<file path="config.mk">
export PLATFORM = sky130hd
export DESIGN_NAME = alg_mm2s_cmd_arbiter
export DESIGN_NICKNAME = d
export VERILOG_FILES = /design/src/rtl/alg_mm2s_cmd_arbiter.sv
export SDC_FILE = /design/constraint.sdc
export NUM_CORES = 1
export LEC_CHECK = 0
export CAP_MARGIN = 20
export CELL_PAD_IN_SITES_DETAIL_PLACEMENT = 2
export CELL_PAD_IN_SITES_GLOBAL_PLACEMENT = 2
export CORE_ASPECT_RATIO = 1.5
export CORE_MARGIN = 1
export CORE_UTILIZATION = 19
export CTS_CLUSTER_DIAMETER = 50
export CTS_CLUSTER_SIZE = 12
export DETAILED_ROUTE_END_ITERATION = 10
export GPL_TIMING_DRIVEN = 0
export HOLD_SLACK_MARGIN = 0.12
export PLACE_DENSITY_LB_ADDON = 0.15
export SLEW_MARGIN = 20
export SYNTH_ARGS = -nofsm -noshare
export SYNTH_HDL_FRONTEND = slang
export SYNTH_SLANG_ARGS = --single-unit
</file>
<file path="constraint.sdc">
create_clock -name clk -period 2.8 [get_ports clk]
set_clock_uncertainty 0.1 [all_clocks]
set_input_delay 0.42 -clock clk [delete_from_list [all_inputs] [get_ports clk]]
set_output_delay 0.42 -clock clk [all_outputs]
set_load 0.1 [all_outputs]
</file>
<file path="src/rtl/alg_mm2s_cmd_arbiter.sv">
// alg_mm2s_cmd_arbiter: round-robin MM2S command arbiter with in-order status routing; error counter built only with ALG_CMD_ARB_ERR_CNT_EN
module alg_mm2s_cmd_arbiter #(
    parameter int CMD_WIDTH       = 72,
    parameter int STS_WIDTH       = 8,
    parameter int MAX_OUTSTANDING = 4,
    parameter int CNT_W           = 3
) (
    input  logic                 clk,
    input  logic                 rst,
    input  logic [CMD_WIDTH-1:0] s0_cmd_tdata,
    input  logic                 s0_cmd_tvalid,
    output logic                 s0_cmd_tready,
    input  logic [CMD_WIDTH-1:0] s1_cmd_tdata,
    input  logic                 s1_cmd_tvalid,
    output logic                 s1_cmd_tready,
    output logic [CMD_WIDTH-1:0] m_cmd_tdata,
    output logic                 m_cmd_tvalid,
    input  logic                 m_cmd_tready,
    input  logic [STS_WIDTH-1:0] s_sts_tdata,
    input  logic                 s_sts_tvalid,
    output logic                 s_sts_tready,
    output logic [STS_WIDTH-1:0] m0_sts_tdata,
    output logic                 m0_sts_tvalid,
    input  logic                 m0_sts_tready,
    output logic [STS_WIDTH-1:0] m1_sts_tdata,
    output logic                 m1_sts_tvalid,
    input  logic                 m1_sts_tready,
    output logic [CNT_W-1:0]     outstanding,
    output logic                 sts_orphan,
    output logic [15:0]          err_cnt
);
    localparam int AW = $clog2(MAX_OUTSTANDING);
    typedef enum logic {IDLE, ISSUE} state_t;
    state_t state;
    logic rr_ptr, win, grant, empty, head, pop;
    logic [AW-1:0] wr_ptr, rd_ptr;
    logic [MAX_OUTSTANDING-1:0] ids;
    assign win           = rr_ptr ? s1_cmd_tvalid : !s0_cmd_tvalid;
    assign grant         = state == IDLE && (s0_cmd_tvalid || s1_cmd_tvalid) && outstanding < CNT_W'(MAX_OUTSTANDING);
    assign s0_cmd_tready = grant && !win;
    assign s1_cmd_tready = grant && win;
    assign m_cmd_tvalid  = state == ISSUE;
    assign empty         = outstanding == '0;
    assign head          = ids[rd_ptr];
    assign m0_sts_tdata  = s_sts_tdata;
    assign m1_sts_tdata  = s_sts_tdata;
    assign m0_sts_tvalid = s_sts_tvalid && !empty && !head;
    assign m1_sts_tvalid = s_sts_tvalid && !empty && head;
    // With no command in flight the beat has no owner, so it is swallowed
    assign s_sts_tready  = empty || (head ? m1_sts_tready : m0_sts_tready);
    assign pop           = s_sts_tvalid && s_sts_tready && !empty;
    always_ff @(posedge clk) begin
        if (rst) begin
            state       <= IDLE;
            m_cmd_tdata <= '0;
            rr_ptr      <= 1'b0;
            wr_ptr      <= '0;
            rd_ptr      <= '0;
            outstanding <= '0;
            sts_orphan  <= 1'b0;
        end else begin
            if (grant) begin
                state       <= ISSUE;
                m_cmd_tdata <= win ? s1_cmd_tdata : s0_cmd_tdata;
                rr_ptr      <= !win;
                wr_ptr      <= wr_ptr + AW'(1);
            end else if (state == ISSUE && m_cmd_tready) begin
                state <= IDLE;
            end
            if (pop)
                rd_ptr <= rd_ptr + AW'(1);
            outstanding <= outstanding + CNT_W'(grant) - CNT_W'(pop);
            if (s_sts_tvalid && empty)
                sts_orphan <= 1'b1;
        end
    end
    always_ff @(posedge clk)
        if (grant)
            ids[wr_ptr] <= win;
`ifdef ALG_CMD_ARB_ERR_CNT_EN
    logic sts_err;
    assign sts_err = !s_sts_tdata[7] || |s_sts_tdata[6:4];
    always_ff @(posedge clk) begin
        if (rst)
            err_cnt <= '0;
        else if (s_sts_tvalid && s_sts_tready && sts_err && err_cnt != 16'hFFFF)
            err_cnt <= err_cnt + 16'd1;
    end
`else
    assign err_cnt = 16'd0;
`endif
endmodule

</file>
==> results of run 1 <==
-- power by group through the flow --
| stage | logic, W | clock network [W] | registers [W] |
|---|---|---|---|
| detailed placement | 0.00492 | 0 | 0.00184 |
| floorplan | 0.00136 | 0 | 0.00404 |
| CTS | 0.00494 | 0.00129 | 0.00182 |
| finish | 0.00487 | 0.00124 | 0.00181 |
| global route | 0.00510 | 0.00133 | 0.00185 |
| global placement | 0.00485 | 0 | 0.00180 |
-- worst max-delay path, stage by stage --
cell and delay [ns]:
clkdlybuf4s50_1 0.50, o21a_1 0.14, buf_4 0.19, buf_6 0.18
inv_1 0.13, ha_1 0.32, inv_1 0.06, ha_1 0.13
inv_1 0.05, fa_1 0.36, xor2_1 0.16, xnor2_1 0.15
nor2_1 0.06
-- per-stage QoR --
step                total power (W)  hold WS (ns)
floorplan                   0.00540         0.369
global placement            0.00665         0.361
detailed placement          0.00676         0.388
CTS                         0.00805         0.404
global route                0.00829         0.421
finish                      0.00792         0.390
-- flip-flops by register name (all words and copies together), names as in the netlist --
register      count
m_cmd_tdata      72
ids               4
outstanding       3
rd_ptr            2
wr_ptr            2
m_cmd_tvalid      1
rr_ptr            1
sts_orphan        1
-- Yosys cell counts, types with 3 or more instances --
library cell,n
nand2_1,4
edfxtp_1,4
clkbuf_1,19
mux2i_1,74
ha_1,6
a211oi_1,72
and2_1,4
inv_1,7
a21oi_1,4
buf_2,6
dfxtp_1,82
buf_4,38
nor2_1,83
xnor2_1,3
buf_1,3
-- metal layers --
| layer | global-route usage, % | routed length, microns |
|---|---|---|
| met1 | 14.1 | 5750 |
| met2 | 31.7 | 10000 |
| met3 | 3.14 | 953 |
| met4 | 6.02 | 252 |
| met5 | 0 | 0 |
-- cell families after synthesis --
logic type / count (synthesis) / synth area share, %
AO/OA/AOI/OAI: 80 / 14.5
XOR/XNOR: 4 / 0.856
adder cells (fa/ha/maj): 7 / 2.32
buffers and inverters: 73 / 10.4
flip-flops: 86 / 43.0
multiplexers: 76 / 19.2
other: 1 / 0.0916
AND/OR/NAND/NOR: 98 / 9.63
-- worst max-delay path by stage --
stage | start | endpoint | slack, ns | depth (start not counted)
after floorplan | outstanding[2]$_SDFF_PP0_ | outstanding[2]$_SDFF_PP0_ | 0.10 | 13
after global placement | s0_cmd_tvalid | s0_cmd_tready | -0.90 | 8
after detailed placement | s0_cmd_tvalid | s0_cmd_tready | -0.94 | 8
after CTS | rd_ptr[0]$_SDFFE_PP0P_ | outstanding[2]$_SDFF_PP0_ | 0.001 | 10
after global routing | s1_cmd_tvalid | outstanding[2]$_SDFF_PP0_ | -0.06 | 13
final | s1_cmd_tvalid | outstanding[2]$_SDFF_PP0_ | 0.08 | 13
-- repair_timing --
item / CTS / global route
endpoints found under the setup margin: 6 / 3
resized for setup: 24 / 2
pin swaps: 0 / 0
cloned: 0 / 0
buffers inserted: 0 / 1
-- final cells by class --
cell class                 count  area [sq um]
buffer                        66           413
clock buffer                  11           253
clock inverter                 5          57.6
fill                        2353         13700
inverter                       7          26.3
multi-input combinational    281          1970
sequential                    86          1770
tap                          268           335
timing repair buffer         250          2500
==> flow_metrics.env, run 1 <==
export IMPL_setup_viol=0
export IMPL_min_path_cells=2
export IMPL_drtIter0Drc=63
export IMPL_end_kind="flop"
export IMPL_crit_type="input pin to flop"
export IMPL_hold_buffers=0
export IMPL_p_seq_share_pct=22.8
export IMPL_tightest_slew_ns=1.05
export IMPL_cts_max_path_buffers=2
export IMPL_critPathRequiredTime_ns=2.91
export IMPL_pwr_share_clk_pct=15.6
export IMPL_cts_root_buf="clkbuf_16"
export IMPL_ys_seq_area_share_pct=43.0
export IMPL_ff2ff_path_depth=10
export IMPL_power_switching_w=0.00433
export IMPL_synthesis_area_sq_um=4090
export IMPL_period_share_pct=97.3
export IMPL_io_pins=274
export IMPL_core_sq_um=21100
export IMPL_yosys_warnings=0
export IMPL_layout_commonest_cell="clkdlybuf4s50_1"
export IMPL_row_count=65
export IMPL_ant_nets=0
export IMPL_synth_async_reset_ratio_pct=0
export IMPL_placed_area_sq_um=6990
export IMPL_slew_violations=0
export IMPL_grt_max_degree=15
export IMPL_first_pass_iters=4
export IMPL_layout_common_cells="clkdlybuf4s50_1 (244), nor2_1 (80), dfxtp_1 (77), mux2i_1 (74), a211oi_1 (72)"
export IMPL_port_buffers=249
export IMPL_grt_setup_unrepaired="yes"
export IMPL_place_inst=957
export IMPL_r2r_end="outstanding[2]$_SDFF_PP0_"
export IMPL_drcViolationCount=0
export IMPL_cts_tree="done"
export IMPL_cp_arrival_ns=2.84
export IMPL_r2r_start="rd_ptr[0]$_SDFFE_PP0P_"
export IMPL_p_leak_nw=2.98
export IMPL_antenna_found_initial=0
export IMPL_synth_edf_count=4
export IMPL_netlist_instances=425
export IMPL_num_vias=4167
export IMPL_clk_pin_slew_worst_paths_ns=0.06
export IMPL_fmax_mhz=367
export IMPL_synth_ff_latch_count=86
export IMPL_finalWorstSetupSlack_ns=0.0769
export IMPL_synth_top_area_share_pct=40.1
export IMPL_viasPerCell=4.28
export IMPL_routed_wl_microns=17000
export IMPL_hold_start="sts_orphan$_SDFFE_PP0P_"
export IMPL_maxCapViolations=0
export IMPL_drive_above_1_share_pct=10.8
export IMPL_wire_per_inst_microns=17.4
export IMPL_fin_util_pct=34.8
export IMPL_hpwlAfterDp_microns=14000
export IMPL_syn2layout_area_growth_pct=78.9
export IMPL_relSlewSlack_pct=29.9
export IMPL_intPower_w=0.00360
export IMPL_finalNetCount=868
export IMPL_htree_levels=3
export IMPL_clk_latency_ns=0.33
export IMPL_fin_crit_ns=2.72
export IMPL_pwr_share_comb_pct=61.5
export IMPL_grt_pass1_wl_microns=25500
export IMPL_clkSinkCount=86
export IMPL_critPathLaunchType="input pin"
export IMPL_ff2ff_setup_slack_ns=0.10
export IMPL_gr_total_overflow=0
export IMPL_synth_top_area_cell="dfxtp_1"
export IMPL_start_util_pct=19.4
export IMPL_synthTopCellsByArea="dfxtp_1 (40%), mux2i_1 (18%), a211oi_1 (13%), nor2_1 (7.6%), buf_4 (7.0%)"
export IMPL_numCtsBuffers=9
export IMPL_grt_pass1_vias=4696
export IMPL_hold_viol_final=0
export IMPL_ir_drop_mv=0.349
export IMPL_synth_main_ff_cell="dfxtp_1"
export IMPL_crit_path_max_fanout=10
export IMPL_pre_cts_ws_ns=-0.944
export IMPL_finalSetupTns_ns=0
export IMPL_synth_distinct_cells=28
export IMPL_syn_area_per_cell_sq_um=9.63
export IMPL_stdcell_area_sq_um=7320
export IMPL_place_gp_congestion=0.711
export IMPL_die_x_microns=122
export IMPL_p_per_area_nw_per_um2=1080
export IMPL_grtUsageTotal_pct=15.4
export IMPL_dieHeight_microns=182
export IMPL_dieArea_sq_um=22100
export IMPL_min_to="sts_orphan$_SDFFE_PP0P_"
export IMPL_fin_cells=974
export IMPL_hold_path_class="flop to flop"
export IMPL_num_antenna_cells=0
export IMPL_swShare_pct=54.6
export IMPL_status="complete, no violations"
Note: power is estimated with default switching activity, not from simulation.
==> run 2: changes to the inputs <==
- CTS_BUF_LIST: unset -> sky130_fd_sc_hd__clkbuf_16
==> run 2 against run 1 <==
Clock power down 5%. Count of clock-buffer cells in the layout decreased by 2. Die area is the same. Flip-flop and latch count unchanged. First-iteration DRC count is 16% higher. Largest cell class unchanged. Maximum frequency barely moved. Register-to-register slack about the same. Cell area down 0.27%. Sequential share of layout area is 0.066 points higher. Worst hold slack hardly changed.
==> flow_metrics.env, run 2 (synthesis results as in run 1) <==
export IMPL_status="complete, no violations"
export IMPL_tightest_slew_ns=1.05
export IMPL_period_share_pct=97.2
export IMPL_gr_total_overflow=0
export IMPL_setup_viol=0
export IMPL_ant_nets=0
export IMPL_r2r_start="rd_ptr[0]$_SDFFE_PP0P_"
export IMPL_place_gp_congestion=0.711
export IMPL_r2r_end="outstanding[2]$_SDFF_PP0_"
export IMPL_fill_cells=2356
export IMPL_end_kind="flop"
export IMPL_min_to="sts_orphan$_SDFFE_PP0P_"
export IMPL_critPathRequiredTime_ns=2.92
export IMPL_min_path_cells=2
export IMPL_drt_met1_wl_microns=5760
export IMPL_syn2layout_area_growth_pct=78.4
export IMPL_layout_commonest_cell="clkdlybuf4s50_1"
export IMPL_wl_met2_microns=9970
export IMPL_routed_wl_microns=17000
export IMPL_num_vias=4163
export IMPL_p_leak_nw=2.97
export IMPL_grtUsageTotal_pct=15.5
export IMPL_grt_pass1_wl_microns=25500
export IMPL_clkSinkCount=86
export IMPL_row_count=65
export IMPL_cts_tree="done"
export IMPL_fmax_mhz=368
export IMPL_drive_above_1_share_pct=10.5
export IMPL_fin_util_pct=34.7
export IMPL_fin_crit_ns=2.72
export IMPL_clk_latency_ns=0.34
export IMPL_cp_arrival_ns=2.84
export IMPL_antenna_found_initial=0
export IMPL_reg_top3="m_cmd_tdata x72, ids x4, outstanding x3"
export IMPL_die_x_microns=122
export IMPL_hold_buffers=0
export IMPL_dieHeight_microns=182
export IMPL_io_pins=274
export IMPL_hold_start="sts_orphan$_SDFFE_PP0P_"
export IMPL_crit_path_max_fanout=10
export IMPL_num_antenna_cells=0
export IMPL_cts_root_buf="clkbuf_16"
export IMPL_drtIter0Drc=73
export IMPL_top_register="m_cmd_tdata"
export IMPL_crit_type="input pin to flop"
export IMPL_holdWs_ns=0.390
export IMPL_hpwlAfterDp_microns=14000
export IMPL_clk_pin_slew_worst_paths_ns=0.06
export IMPL_p_per_area_nw_per_um2=1080
export IMPL_slew_violations=0
export IMPL_layout_common_cells="clkdlybuf4s50_1 (244), nor2_1 (80), dfxtp_1 (77), mux2i_1 (74), a211oi_1 (72)"
export IMPL_drcViolationCount=0
export IMPL_finalNetCount=868
export IMPL_dr_max_layer_used="met4"
export IMPL_maxCapViolations=0
export IMPL_numCtsBuffers=9
export IMPL_grt_pass1_vias=4691
export IMPL_largest_reg_flops=72
export IMPL_relSlewSlack_pct=29.7
export IMPL_wire_per_inst_microns=17.4
export IMPL_grt_setup_unrepaired="yes"
export IMPL_grt_max_degree=15
export IMPL_viasPerCell=4.27
export IMPL_dieArea_sq_um=22100
export IMPL_core_sq_um=21100
export IMPL_ff2ff_setup_slack_ns=0.10
export IMPL_hold_path_class="flop to flop"
export IMPL_first_pass_iters=4
export IMPL_htree_levels=3
export IMPL_critPathLaunchType="input pin"
export IMPL_cts_max_path_buffers=2
export IMPL_hold_viol_final=0
export IMPL_start_util_pct=19.4
export IMPL_met3_length_microns=953
export IMPL_ir_drop_mv=0.348
export IMPL_ff2ff_path_depth=10
export IMPL_port_buffers=249
==> run 2: how the worst max path moves through the flow <==
stage,start,endpoint,slack (ns),cells after the start
after CTS,rd_ptr[0]$_SDFFE_PP0P_,outstanding[2]$_SDFF_PP0_,0.001,10
final,s1_cmd_tvalid,outstanding[2]$_SDFF_PP0_,0.08,13
after floorplan,outstanding[2]$_SDFF_PP0_,outstanding[2]$_SDFF_PP0_,0.10,13
after detailed placement,s0_cmd_tvalid,s0_cmd_tready,-0.94,8
after global routing,s1_cmd_tvalid,outstanding[2]$_SDFF_PP0_,-0.05,13
after global placement,s0_cmd_tvalid,s0_cmd_tready,-0.90,8
==> run 2: stage by stage <==
stage               area [sq um]  setup WS [ns]  instances  TNS (ns)  total power (W)
floorplan                   4160          0.103        440         0          0.00540
global placement            6990         -0.900        957     -2.74          0.00665
detailed placement          6990         -0.944        957     -2.87          0.00676
CTS                         7290       0.000980        973         0          0.00799
global route                7300        -0.0547        974   -0.0547          0.00823
finish                      7300         0.0791        974         0          0.00787
==> run 2: repair_timing <==
item / in CTS / in global routing
resized for setup: 24 / 2
endpoints found under the setup margin: 6 / 3
buffers inserted: 0 / 1
==> run 2: routing by layer <==
metal	GRT usage (%)	up-vias
li1	-	1996
met1	14.2	2004
met2	31.5	147
met3	3.14	16
met4	6.17	0
met5	0	-
==> run 2: worst max-delay path, stage by stage <==
cell and delay, ns:
clkdlybuf4s50_1 0.50, o21a_1 0.14, buf_4 0.19, buf_6 0.18
inv_1 0.14, ha_1 0.32, inv_1 0.06, ha_1 0.13
inv_1 0.05, fa_1 0.36, xor2_1 0.17, xnor2_1 0.14
nor2_1 0.06
==> run 2: layout make-up <==
type,count,area [sq um],area share [%]
Buffer,66,413,5.65
Clock buffer,9,225,3.08
Clock inverter,7,65.1,0.891
Inverter,7,26.3,0.360
Multi-Input combinational cell,281,1970,27.0
Sequential cell,86,1770,24.2
Tap cell,268,335,4.59
Timing Repair Buffer,250,2500,34.2
==> run 2: report_power, final <==
group	total (W)	switching, W	internal, W
registers	0.00181	0.000217	0.00159
logic	0.00488	0.00361	0.00127
clock network	0.00118	0.000499	0.000685
total	0.00787	0.00433	0.00354
